`src/rtl/bc_pkg.sv`:
```
// Shared types and constants for the Bulls & Cows seven-segment display path.
// Latency: n/a (types, constants and one pure helper only).
// Backpressure: n/a.
package bc_pkg;

    localparam int NUM_DIGITS = 8;

    typedef enum logic [1:0] {
        MODE_BLANK  = 2'd0,
        MODE_DIGITS = 2'd1,
        MODE_RESULT = 2'd2,
        MODE_WIN    = 2'd3
    } display_mode_t;

    // Hex glyphs occupy codes 0..15 so a nibble maps straight onto its glyph.
    typedef enum logic [4:0] {
        G_0     = 5'd0,
        G_1     = 5'd1,
        G_2     = 5'd2,
        G_3     = 5'd3,
        G_4     = 5'd4,
        G_5     = 5'd5,
        G_6     = 5'd6,
        G_7     = 5'd7,
        G_8     = 5'd8,
        G_9     = 5'd9,
        G_A     = 5'd10,
        G_B     = 5'd11,
        G_C     = 5'd12,
        G_D     = 5'd13,
        G_E     = 5'd14,
        G_F     = 5'd15,
        G_P     = 5'd16,
        G_LB    = 5'd17,
        G_LC    = 5'd18,
        G_LD    = 5'd19,
        G_LO    = 5'd20,
        G_LN    = 5'd21,
        G_BLANK = 5'd22
    } glyph_t;

    // Active-low segment patterns, bit order {g,f,e,d,c,b,a}.
    localparam logic [6:0] SEG_0     = 7'b1000000;
    localparam logic [6:0] SEG_1     = 7'b1111001;
    localparam logic [6:0] SEG_2     = 7'b0100100;
    localparam logic [6:0] SEG_3     = 7'b0110000;
    localparam logic [6:0] SEG_4     = 7'b0011001;
    localparam logic [6:0] SEG_5     = 7'b0010010;
    localparam logic [6:0] SEG_6     = 7'b0000010;
    localparam logic [6:0] SEG_7     = 7'b1111000;
    localparam logic [6:0] SEG_8     = 7'b0000000;
    localparam logic [6:0] SEG_9     = 7'b0010000;
    localparam logic [6:0] SEG_A     = 7'b0001000;
    localparam logic [6:0] SEG_B     = 7'b0000011;
    localparam logic [6:0] SEG_C     = 7'b1000110;
    localparam logic [6:0] SEG_D     = 7'b0100001;
    localparam logic [6:0] SEG_E     = 7'b0000110;
    localparam logic [6:0] SEG_F     = 7'b0001110;
    localparam logic [6:0] SEG_P     = 7'b0001100;
    localparam logic [6:0] SEG_LB    = 7'b0000011;
    localparam logic [6:0] SEG_LC    = 7'b0100111;
    localparam logic [6:0] SEG_LD    = 7'b0100001;
    localparam logic [6:0] SEG_LO    = 7'b0100011;
    localparam logic [6:0] SEG_LN    = 7'b0101011;
    localparam logic [6:0] SEG_BLANK = 7'b1111111;

    localparam logic [7:0] AN_OFF = 8'hFF;

    // A 4-bit value (hex nibble or 0..7 count) as its digit glyph.
    function automatic glyph_t hex_glyph(input logic [3:0] nib);
        return glyph_t'({1'b0, nib});
    endfunction

endpackage

```
`src/rtl/bc_display_mux_seg7_encode.sv`:
```
// Glyph to active-low seven-segment pattern {g,f,e,d,c,b,a}.
// Latency: combinational.
// Backpressure: none.
module seg7_encode
    import bc_pkg::*;
(
    input  glyph_t     glyph,
    output logic [6:0] seg
);

    // Lookup of the segment pattern for the requested glyph; unknown codes go dark.
    always_comb begin
        seg = SEG_BLANK;
        case (glyph)
            G_0:     seg = SEG_0;
            G_1:     seg = SEG_1;
            G_2:     seg = SEG_2;
            G_3:     seg = SEG_3;
            G_4:     seg = SEG_4;
            G_5:     seg = SEG_5;
            G_6:     seg = SEG_6;
            G_7:     seg = SEG_7;
            G_8:     seg = SEG_8;
            G_9:     seg = SEG_9;
            G_A:     seg = SEG_A;
            G_B:     seg = SEG_B;
            G_C:     seg = SEG_C;
            G_D:     seg = SEG_D;
            G_E:     seg = SEG_E;
            G_F:     seg = SEG_F;
            G_P:     seg = SEG_P;
            G_LB:    seg = SEG_LB;
            G_LC:    seg = SEG_LC;
            G_LD:    seg = SEG_LD;
            G_LO:    seg = SEG_LO;
            G_LN:    seg = SEG_LN;
            G_BLANK: seg = SEG_BLANK;
            default: seg = SEG_BLANK;
        endcase
    end

endmodule

```
`src/rtl/bc_display_mux.sv`:
```
// Scans the 8-digit seven-segment display from a per-frame snapshot of game status, with blink.
// Latency: inputs latched at the frame wrap; an/digit registered one cycle after the scan index.
// Backpressure: none; inputs are sampled, never acknowledged.
module bc_display_mux
    import bc_pkg::*;
#(
    parameter int SCAN_DIV  = 12500,
    parameter int BLINK_DIV = 50000000
) (
    input  logic        clock,
    input  logic        reset,
    input  logic [1:0]  mode,
    input  logic [15:0] value,
    input  logic [2:0]  bulls,
    input  logic [2:0]  cows,
    input  logic        player,
    input  logic        blink_en,
    output logic [7:0]  an,
    output logic [6:0]  digit
);

    localparam int SCAN_W  = (SCAN_DIV  > 1) ? $clog2(SCAN_DIV)  : 1;
    localparam int BLINK_W = (BLINK_DIV > 1) ? $clog2(BLINK_DIV) : 1;
    localparam int IDX_W   = $clog2(NUM_DIGITS);

    localparam logic [SCAN_W-1:0]  SCAN_LAST  = SCAN_W'(SCAN_DIV - 1);
    localparam logic [BLINK_W-1:0] BLINK_LAST = BLINK_W'(BLINK_DIV - 1);
    localparam logic [IDX_W-1:0]   IDX_LAST   = IDX_W'(NUM_DIGITS - 1);

    logic [SCAN_W-1:0]  scan_cnt;
    logic [IDX_W-1:0]   idx;
    logic [BLINK_W-1:0] blink_cnt;
    logic               blink_phase;

    display_mode_t      snap_mode;
    logic [15:0]        snap_value;
    logic [2:0]         snap_bulls;
    logic [2:0]         snap_cows;
    logic               snap_player;
    logic               snap_blink_en;

    logic               scan_tick;
    logic               frame_wrap;
    logic               hidden;
    glyph_t             glyph;
    logic [6:0]         seg;

    assign scan_tick  = (scan_cnt == SCAN_LAST);
    assign frame_wrap = scan_tick && (idx == IDX_LAST);

    // Digit dwell counter and scan index; index steps once per dwell period.
    always_ff @(posedge clock or posedge reset) begin
        if (reset) begin
            scan_cnt <= '0;
            idx      <= '0;
        end else if (scan_tick) begin
            scan_cnt <= '0;
            idx      <= (idx == IDX_LAST) ? '0 : idx + 1'b1;
        end else begin
            scan_cnt <= scan_cnt + 1'b1;
        end
    end

    // Frame-coherent snapshot: inputs only take effect at the 7 -> 0 wrap so a frame never tears.
    always_ff @(posedge clock or posedge reset) begin
        if (reset) begin
            snap_mode     <= MODE_BLANK;
            snap_value    <= '0;
            snap_bulls    <= '0;
            snap_cows     <= '0;
            snap_player   <= 1'b0;
            snap_blink_en <= 1'b0;
        end else if (frame_wrap) begin
            snap_mode     <= display_mode_t'(mode);
            snap_value    <= value;
            snap_bulls    <= bulls;
            snap_cows     <= cows;
            snap_player   <= player;
            snap_blink_en <= blink_en;
        end
    end

    // Blink half-period timer; held at the visible phase while blinking is off so it always starts lit.
    always_ff @(posedge clock or posedge reset) begin
        if (reset) begin
            blink_cnt   <= '0;
            blink_phase <= 1'b1;
        end else if (!snap_blink_en) begin
            blink_cnt   <= '0;
            blink_phase <= 1'b1;
        end else if (blink_cnt == BLINK_LAST) begin
            blink_cnt   <= '0;
            blink_phase <= ~blink_phase;
        end else begin
            blink_cnt   <= blink_cnt + 1'b1;
        end
    end

    // Per-position glyph selection from the snapshot; idx 7 is the leftmost digit.
    always_comb begin
        glyph = G_BLANK;
        case (snap_mode)
            MODE_DIGITS: begin
                case (idx)
                    3'd7:    glyph = G_P;
                    3'd6:    glyph = snap_player ? G_2 : G_1;
                    3'd3:    glyph = hex_glyph(snap_value[15:12]);
                    3'd2:    glyph = hex_glyph(snap_value[11:8]);
                    3'd1:    glyph = hex_glyph(snap_value[7:4]);
                    3'd0:    glyph = hex_glyph(snap_value[3:0]);
                    default: glyph = G_BLANK;
                endcase
            end
            MODE_RESULT: begin
                case (idx)
                    3'd7:    glyph = hex_glyph({1'b0, snap_bulls});
                    3'd6:    glyph = G_LB;
                    3'd4:    glyph = hex_glyph({1'b0, snap_cows});
                    3'd3:    glyph = G_LC;
                    default: glyph = G_BLANK;
                endcase
            end
            MODE_WIN: begin
                case (idx)
                    3'd7:    glyph = G_P;
                    3'd6:    glyph = snap_player ? G_2 : G_1;
                    3'd3:    glyph = G_LD;
                    3'd2:    glyph = G_LO;
                    3'd1:    glyph = G_LN;
                    3'd0:    glyph = G_E;
                    default: glyph = G_BLANK;
                endcase
            end
            default: glyph = G_BLANK;
        endcase
    end

    seg7_encode u_seg7 (
        .glyph (glyph),
        .seg   (seg)
    );

    // Whole display goes dark for BLANK mode or the off half of a blink.
    assign hidden = (snap_mode == MODE_BLANK) || (snap_blink_en && !blink_phase);

    // Registered anode/segment drive so the pins are glitch-free.
    always_ff @(posedge clock or posedge reset) begin
        if (reset) begin
            an    <= AN_OFF;
            digit <= SEG_BLANK;
        end else if (hidden) begin
            an    <= AN_OFF;
            digit <= SEG_BLANK;
        end else begin
            an    <= ~(8'b1 << idx);
            digit <= seg;
        end
    end

endmodule

```
`config.mk`:
```
export PLATFORM = sky130hd
export DESIGN_NAME = bc_display_mux
export DESIGN_NICKNAME = d
export VERILOG_FILES = /design/src/rtl/bc_pkg.sv /design/src/rtl/bc_display_mux_seg7_encode.sv /design/src/rtl/bc_display_mux.sv
export SDC_FILE = /design/constraint.sdc
export NUM_CORES = 1
export LEC_CHECK = 0
export ABC_AREA = 1
export CAP_MARGIN = 0
export CORE_UTILIZATION = 58
export CTS_BUF_LIST = sky130_fd_sc_hd__clkbuf_4 sky130_fd_sc_hd__clkbuf_8
export DETAILED_ROUTE_END_ITERATION = 7
export PLACE_DENSITY = 0.8
export SYNTH_ARGS = -nofsm -noshare
export SYNTH_HDL_FRONTEND = slang
export SYNTH_HIERARCHICAL = 1
export SYNTH_SLANG_ARGS = --single-unit
```
`constraint.sdc`:
```
create_clock -name clock -period 6.5 [get_ports clock]
set_input_delay 1.3 -clock clock [delete_from_list [all_inputs] [get_ports clock]]
set_output_delay 1.3 -clock clock [all_outputs]
set_load 0.01 [all_outputs]
```
==> results of run 1 <==
[state kept, by name, indices dropped and copies added, names as in the netlist]
signal / flops
snap_blink_en: 1
blink_cnt: 26
an: 8
snap_mode: 2
digit: 7
snap_cows: 3
snap_value: 16
idx: 3
scan_cnt: 14
blink_phase: 1
snap_player: 1
snap_bulls: 3
[routing by layer]
layer  part of all wire, %  vias up  wire (µm)  global-route usage [%]
li1                      -     2077          -                       -
met1                    46     1934       4600                    33.0
met2                    47      126       4730                    41.7
met3                   4.5       25        451                    3.58
met4                   2.7        0        267                    12.2
met5                     0        -          0                       0
[worst paths after layout]
| path | from | endpoint | slack (ps) | depth (start not counted) |
|---|---|---|---|---|
| worst min register to register | blink_phase | blink_phase | 470 | 2 |
| worst max-delay path | idx[1] | digit[4] | 3630 | 15 |
| worst max register to register | idx[1] | digit[4] | 3630 | 15 |
| max in group asynchronous | reset | scan_cnt[0] | 4240 | 3 |
| min in group asynchronous | reset | blink_cnt[14] | 1580 | 3 |
| worst min-delay path | blink_phase | blink_phase | 470 | 2 |
[critical path, stage by stage, from the launching register on]
cell,delay [ps]
dfrtp_1,430
inv_1,120
ha_1,200
nand2_1,80
inv_1,190
nor2_1,100
nand2_1,160
nand2_1,90
o22ai_1,760
inv_4,180
nor2_1,160
a21oi_1,60
nand3_1,110
nand2_1,50
inv_1,50
nand2_1,40
[where the power goes]
part / switching (mW) / internal (mW)
Combinational: 0.0125 / 0.0145
Sequential: 0 / 0.529
Clock: 0.193 / 0.181
Total: 0.206 / 0.724
[synth_stat cells (2+ instances only)]
cell        n  area share, %
nor2_2      4           0.52
buf_6       5            1.2
o22ai_1     2           0.26
nor3_1     11            1.1
nand3_2     5            1.0
nand2_4     2           0.46
nor2_4      3           0.70
o21ai_1     2           0.21
ha_1       16            4.1
dfrtp_1    69             36
dfstp_2    16            8.7
inv_1      79            6.1
buf_2       2           0.21
inv_2       4           0.31
nor3_2      3           0.62
xor2_1      9            1.6
o21ai_0    23            2.4
o211ai_1    2           0.31
nand2_2     5           0.64
nor2_1     75            5.8
nand3_1    36            3.7
a21oi_1    19            2.0
or2_2       2           0.26
nand2_1   216             17
xnor2_1     3           0.54
nand4_1     6           0.77
o21ai_2     5           0.90
[kinds of logic (layout without fill, tap and decap cells)]
| logic type | count (synthesis) | count (layout) | share of synthesized area (%) |
|---|---|---|---|
| fa+ha+maj | 16 | 16 | 4.12 |
| compound gates | 57 | 57 | 6.72 |
| flops | 85 | 85 | 44.2 |
| xor+xnor | 12 | 12 | 2.16 |
| buf+inv | 95 | 145 | 8.81 |
| simple gates | 375 | 375 | 34.0 |
[metrics by stage]
stage	total power, mW	hold WS, ps	instances	setup slack, ps	utilization, %
3_3_place_gp	0.566	445	779	3780	65.2
6_report	0.930	469	795	3630	67.6
2_1_floorplan	0.547	432	640	3030	-
3_5_place_dp	0.567	458	779	3700	65.2
4_1_cts	0.939	471	795	3700	67.6
5_1_grt	0.964	497	795	3370	67.6
[area by class of cell]
cell class	instances	area share [%]
tap	105	2.38
clock buffer	10	2.38
inverter	85	6.09
multi-input combinational	460	41.3
clock inverter	6	1.15
sequential	85	38.8
timing repair buffer	44	7.88
==> run metrics, run 1 <==
most frequent cells in the layout nand2_1, inv_1, nor2_1; predominant post-synthesis flop cell dfrtp_1; largest net degree at the start of global routing 86; Num CTS Buffers 9; Initial Utilization 59.4%; Max Cap Viol 0; Die H 93.5 µm; 1st-pass router iterations 5; crit-path max FO 12; final net count 729; vias per cell 5.24; fmax 348 MHz; Synth Register Bits 85; number of hold violations in the final report 0; commonest non-fill, non-tap cell in the layout nand2_1; asr flop ratio synth 100%; Syn Std Cell Area 4860 µm²; Tcrit/Tclk final 44.2%; wirelength, routed 10100 µm; Remaining DRCs 0; distinct cell type count after synthesis 43; Leak Pwr 2.73 nW; share of layout cells above drive strength 1 10.7%; post-layout min period 2870 ps; n_diodes 0; first-pass GRT wire length 17400 µm; post-DP HPWL 7440 µm; Fillers 689; GPL Wtd Cong 0.967; number of port buffers 42; Post-Syn Area per Cell 7.59 µm²; worst skew pair latency 360 ps; post-synthesis net count 684; Clock Tree Buf Depth 2; H-tree depth 3; placed cell area 5330 µm²; # rows 33; P per Cell Area 168 nW/µm²; Layout Skew 15.2 ps; CP Class reg -> reg; Post-synth EDFFs 0; critical path launch point type register; design area 5530 µm²; Slew HR 29.6%; gr usage total 25.4%; maximum VDD drop 121 µV; Slew Limit Fails 0; Slew @ Worst Pin 1060 ps; Die ar. 8740 µm²; DRT iter0 DRCs 236; RSZ-0062 raised after global routing false; register clock-pin slew on the reported worst setup and hold paths 80 ps; Seq/Total Area, Yosys 44.2%; # setup viols final 0; CTS Hold Bufs 0; CP endpoint kind register; I/O pins 43; Final TNS setup 0 ps; Reg area 2150 µm²; post_cts resized 0; run status complete, no violations; Overflow after GRT 0; Area Overhead vs Synth 13.8%; WL/cell 12.6 µm; synth warn 6; DRT antenna net count 0; hold crit path type reg -> reg; core footprint 8180 µm²; CTS Root Cell clkbuf_8; number of setup buffers added after CTS 0; clock sinks 85; critical path data arrival time 3140 ps; Post-Syn Instances 640; Req. time, crit path 6770 ps; initial antenna violation count 0; vias after detailed routing 4162; area occupied by multi-input gates 2280 µm²; number of global-route vias before repair 3962; Die Wd 93.5 µm; CTS tree done
Power figures use the tool's default switching activity.
==> run 2, diff against run 1 <==
- clock period: 6.5 -> 3 ns (I/O delays scaled with it)
==> run 2 against run 1 <==
  * Sequential share of layout area down 0.72 points
  * Clock-buffer cell count unchanged
  * Maximum frequency up 6.3%
==> run metrics, run 2 (synthesized netlist as in run 1, its figures left out) <==
largest net degree at the start of global routing 37 (was 86); n_diodes 0 (unchanged); crit-path max FO 6 (was 12); run status complete, no violations (unchanged); Leak Pwr 2.78 nW (was 2.73 nW); Placed Instances 784 (was 779); Die H 93.5 µm (unchanged); number of port buffers 42 (unchanged); number of setup buffers added after CTS 0 (unchanged); CTS Hold Bufs 0 (unchanged); WL/cell 12.6 µm (about the same); first-pass GRT wire length 17300 µm (was 17400 µm); Slew Limit Fails 0 (unchanged); DRT antenna net count 0 (unchanged); post-DP HPWL 7530 µm (was 7440 µm); Slew @ Worst Pin 882 ps (was 1060 ps); core footprint 8180 µm² (unchanged); most flop-heavy register blink_cnt (unchanged); # rows 33 (unchanged); DRT iter0 DRCs 220 (was 236); Req. time, crit path 3310 ps (was 6770 ps); Comb power frac 2.8% (was 2.9%); Clock power frac 44.7% (was 40.2%); vias after detailed routing 4107 (was 4162); Fillers 683 (was 689); Initial Utilization 59.4% (unchanged); H-tree depth 3 (unchanged); Max Cap Viol 0 (unchanged); number of global-route vias before repair 3916 (was 3962); wirelength, routed 10000 µm (was 10100 µm); post-layout min period 2700 ps (was 2870 ps); Regs by FF count blink_cnt x26, snap_value x16, scan_cnt x14 (unchanged); critical path data arrival time 3010 ps (was 3140 ps); CTS Root Cell clkbuf_8 (unchanged); number of hold violations in the final report 0 (unchanged); Die ar. 8740 µm² (unchanged); register clock-pin slew on the reported worst setup and hold paths 80 ps (about the same); commonest non-fill, non-tap cell in the layout nand2_1 (unchanged); CTS tree done (unchanged); P_int 1.74 mW (was 0.724 mW); Area Overhead vs Synth 15.9% (was 13.8%); NetSw 0.440 mW (was 0.206 mW); worst skew pair latency 370 ps (was 360 ps); CP Class reg -> reg (unchanged); most frequent cells in the layout nand2_1, inv_1, nor2_1 (unchanged); vias per cell 5.13 (was 5.24); clock sinks 85 (unchanged); fmax 370 MHz (was 348 MHz); Final TNS setup 0 ps (unchanged); RSZ-0062 raised after global routing false (unchanged); I/O pins 43 (unchanged); critical path launch point type register (unchanged); Largest register FFs 26 (unchanged); Die Wd 93.5 µm (unchanged); Num CTS Buffers 9 (unchanged); Clock Tree Buf Depth 2 (unchanged); Sw Share 20.2% (was 22.1%); GPL Wtd Cong 0.903 (was 0.967); maximum VDD drop 336 µV (was 121 µV); 1st-pass router iterations 4 (was 5); Pwr Total 2.18 mW (was 0.930 mW); Overflow after GRT 0 (unchanged); Remaining DRCs 0 (unchanged); CP endpoint kind register (unchanged); Reg power frac 52.5% (was 56.9%); final std cells w/o fill 800 (was 795); gr usage total 25.4% (about the same); hold crit path type reg -> reg (unchanged); Slew HR 41.2% (was 29.6%); # setup viols final 0 (unchanged); Tcrit/Tclk final 90.2% (was 44.2%); P per Cell Area 388 nW/µm² (was 168 nW/µm²); final net count 734 (was 729); Layout Skew 16.6 ps (was 15.2 ps); initial antenna violation count 0 (unchanged); share of layout cells above drive strength 1 11.8% (was 10.7%)
==> run 2: cell type report <==
| class | count | area [µm²] | area share (%) |
|---|---|---|---|
| flip-flops and latches | 85 | 2150 | 38.1 |
| clock inverters | 6 | 113 | 2.00 |
| inverters | 85 | 337 | 5.98 |
| well taps | 105 | 131 | 2.33 |
| repair buffers | 49 | 485 | 8.62 |
| clock buffers | 10 | 131 | 2.33 |
| multi-input cells | 460 | 2290 | 40.6 |
==> run 2: what timing repair did <==
action	in CTS	in global routing
hold endpoints to repair	0	0
resized for setup	0	3
endpoints found under the setup margin	0	2
==> run 2: final timing paths <==
path | depth (start not counted) | endpoint | slack (ps) | from
hold / removal | 1 | blink_cnt[0] | 460 | blink_cnt[0]
min in group asynchronous | 2 | scan_cnt[9] | 580 | reset
setup / recovery | 18 | digit[3] | 300 | idx[0]
max in group asynchronous | 3 | snap_value[14] | 1740 | reset
hold reg to reg | 1 | blink_cnt[0] | 460 | blink_cnt[0]
setup reg to reg | 18 | digit[3] | 300 | idx[0]
==> run 2: metal layers <==
layer / vias to the layer above / wire, µm / track usage (%)
met5: - / 0 / 0
met2: 113 / 4720 / 40.7
li1: 2083 / - / -
met4: 0 / 265 / 12.4
met1: 1886 / 4570 / 32.8
met3: 25 / 485 / 5.20
==> run 2: power groups by stage <==
stage	Combinational (mW)	Clock, mW	Sequential (mW)
floorplan	0.0165	0	1.17
global placement	0.0625	0	1.17
detailed placement	0.0634	0	1.17
CTS	0.0635	1.00	1.15
global route	0.0690	1.05	1.15
finish	0.0614	0.977	1.15
==> run 2: per-stage QoR <==
step	hold slack, ps	util (%)	worst slack, ps	cell area, µm²
2_1_floorplan	432	-	233	4860
3_3_place_gp	444	65.8	312	5380
3_5_place_dp	457	65.8	256	5380
4_1_cts	468	68.8	240	5630
5_1_grt	489	68.9	27.0	5630
6_report	465	68.9	295	5630
==> run 2: critical path: stages (launching register included) <==
cell,delay (ps)
dfrtp_1,450
ha_1,290
ha_1,260
nor3_1,240
nand2_1,160
nand3_1,100
nand2_1,50
nand3_1,180
inv_2,120
ha_1,320
inv_1,60
nand2_1,60
nand2_1,80
nand2_1,50
nand2_1,50
nand2_1,50
nand2_1,50
inv_1,30
nand2_1,50
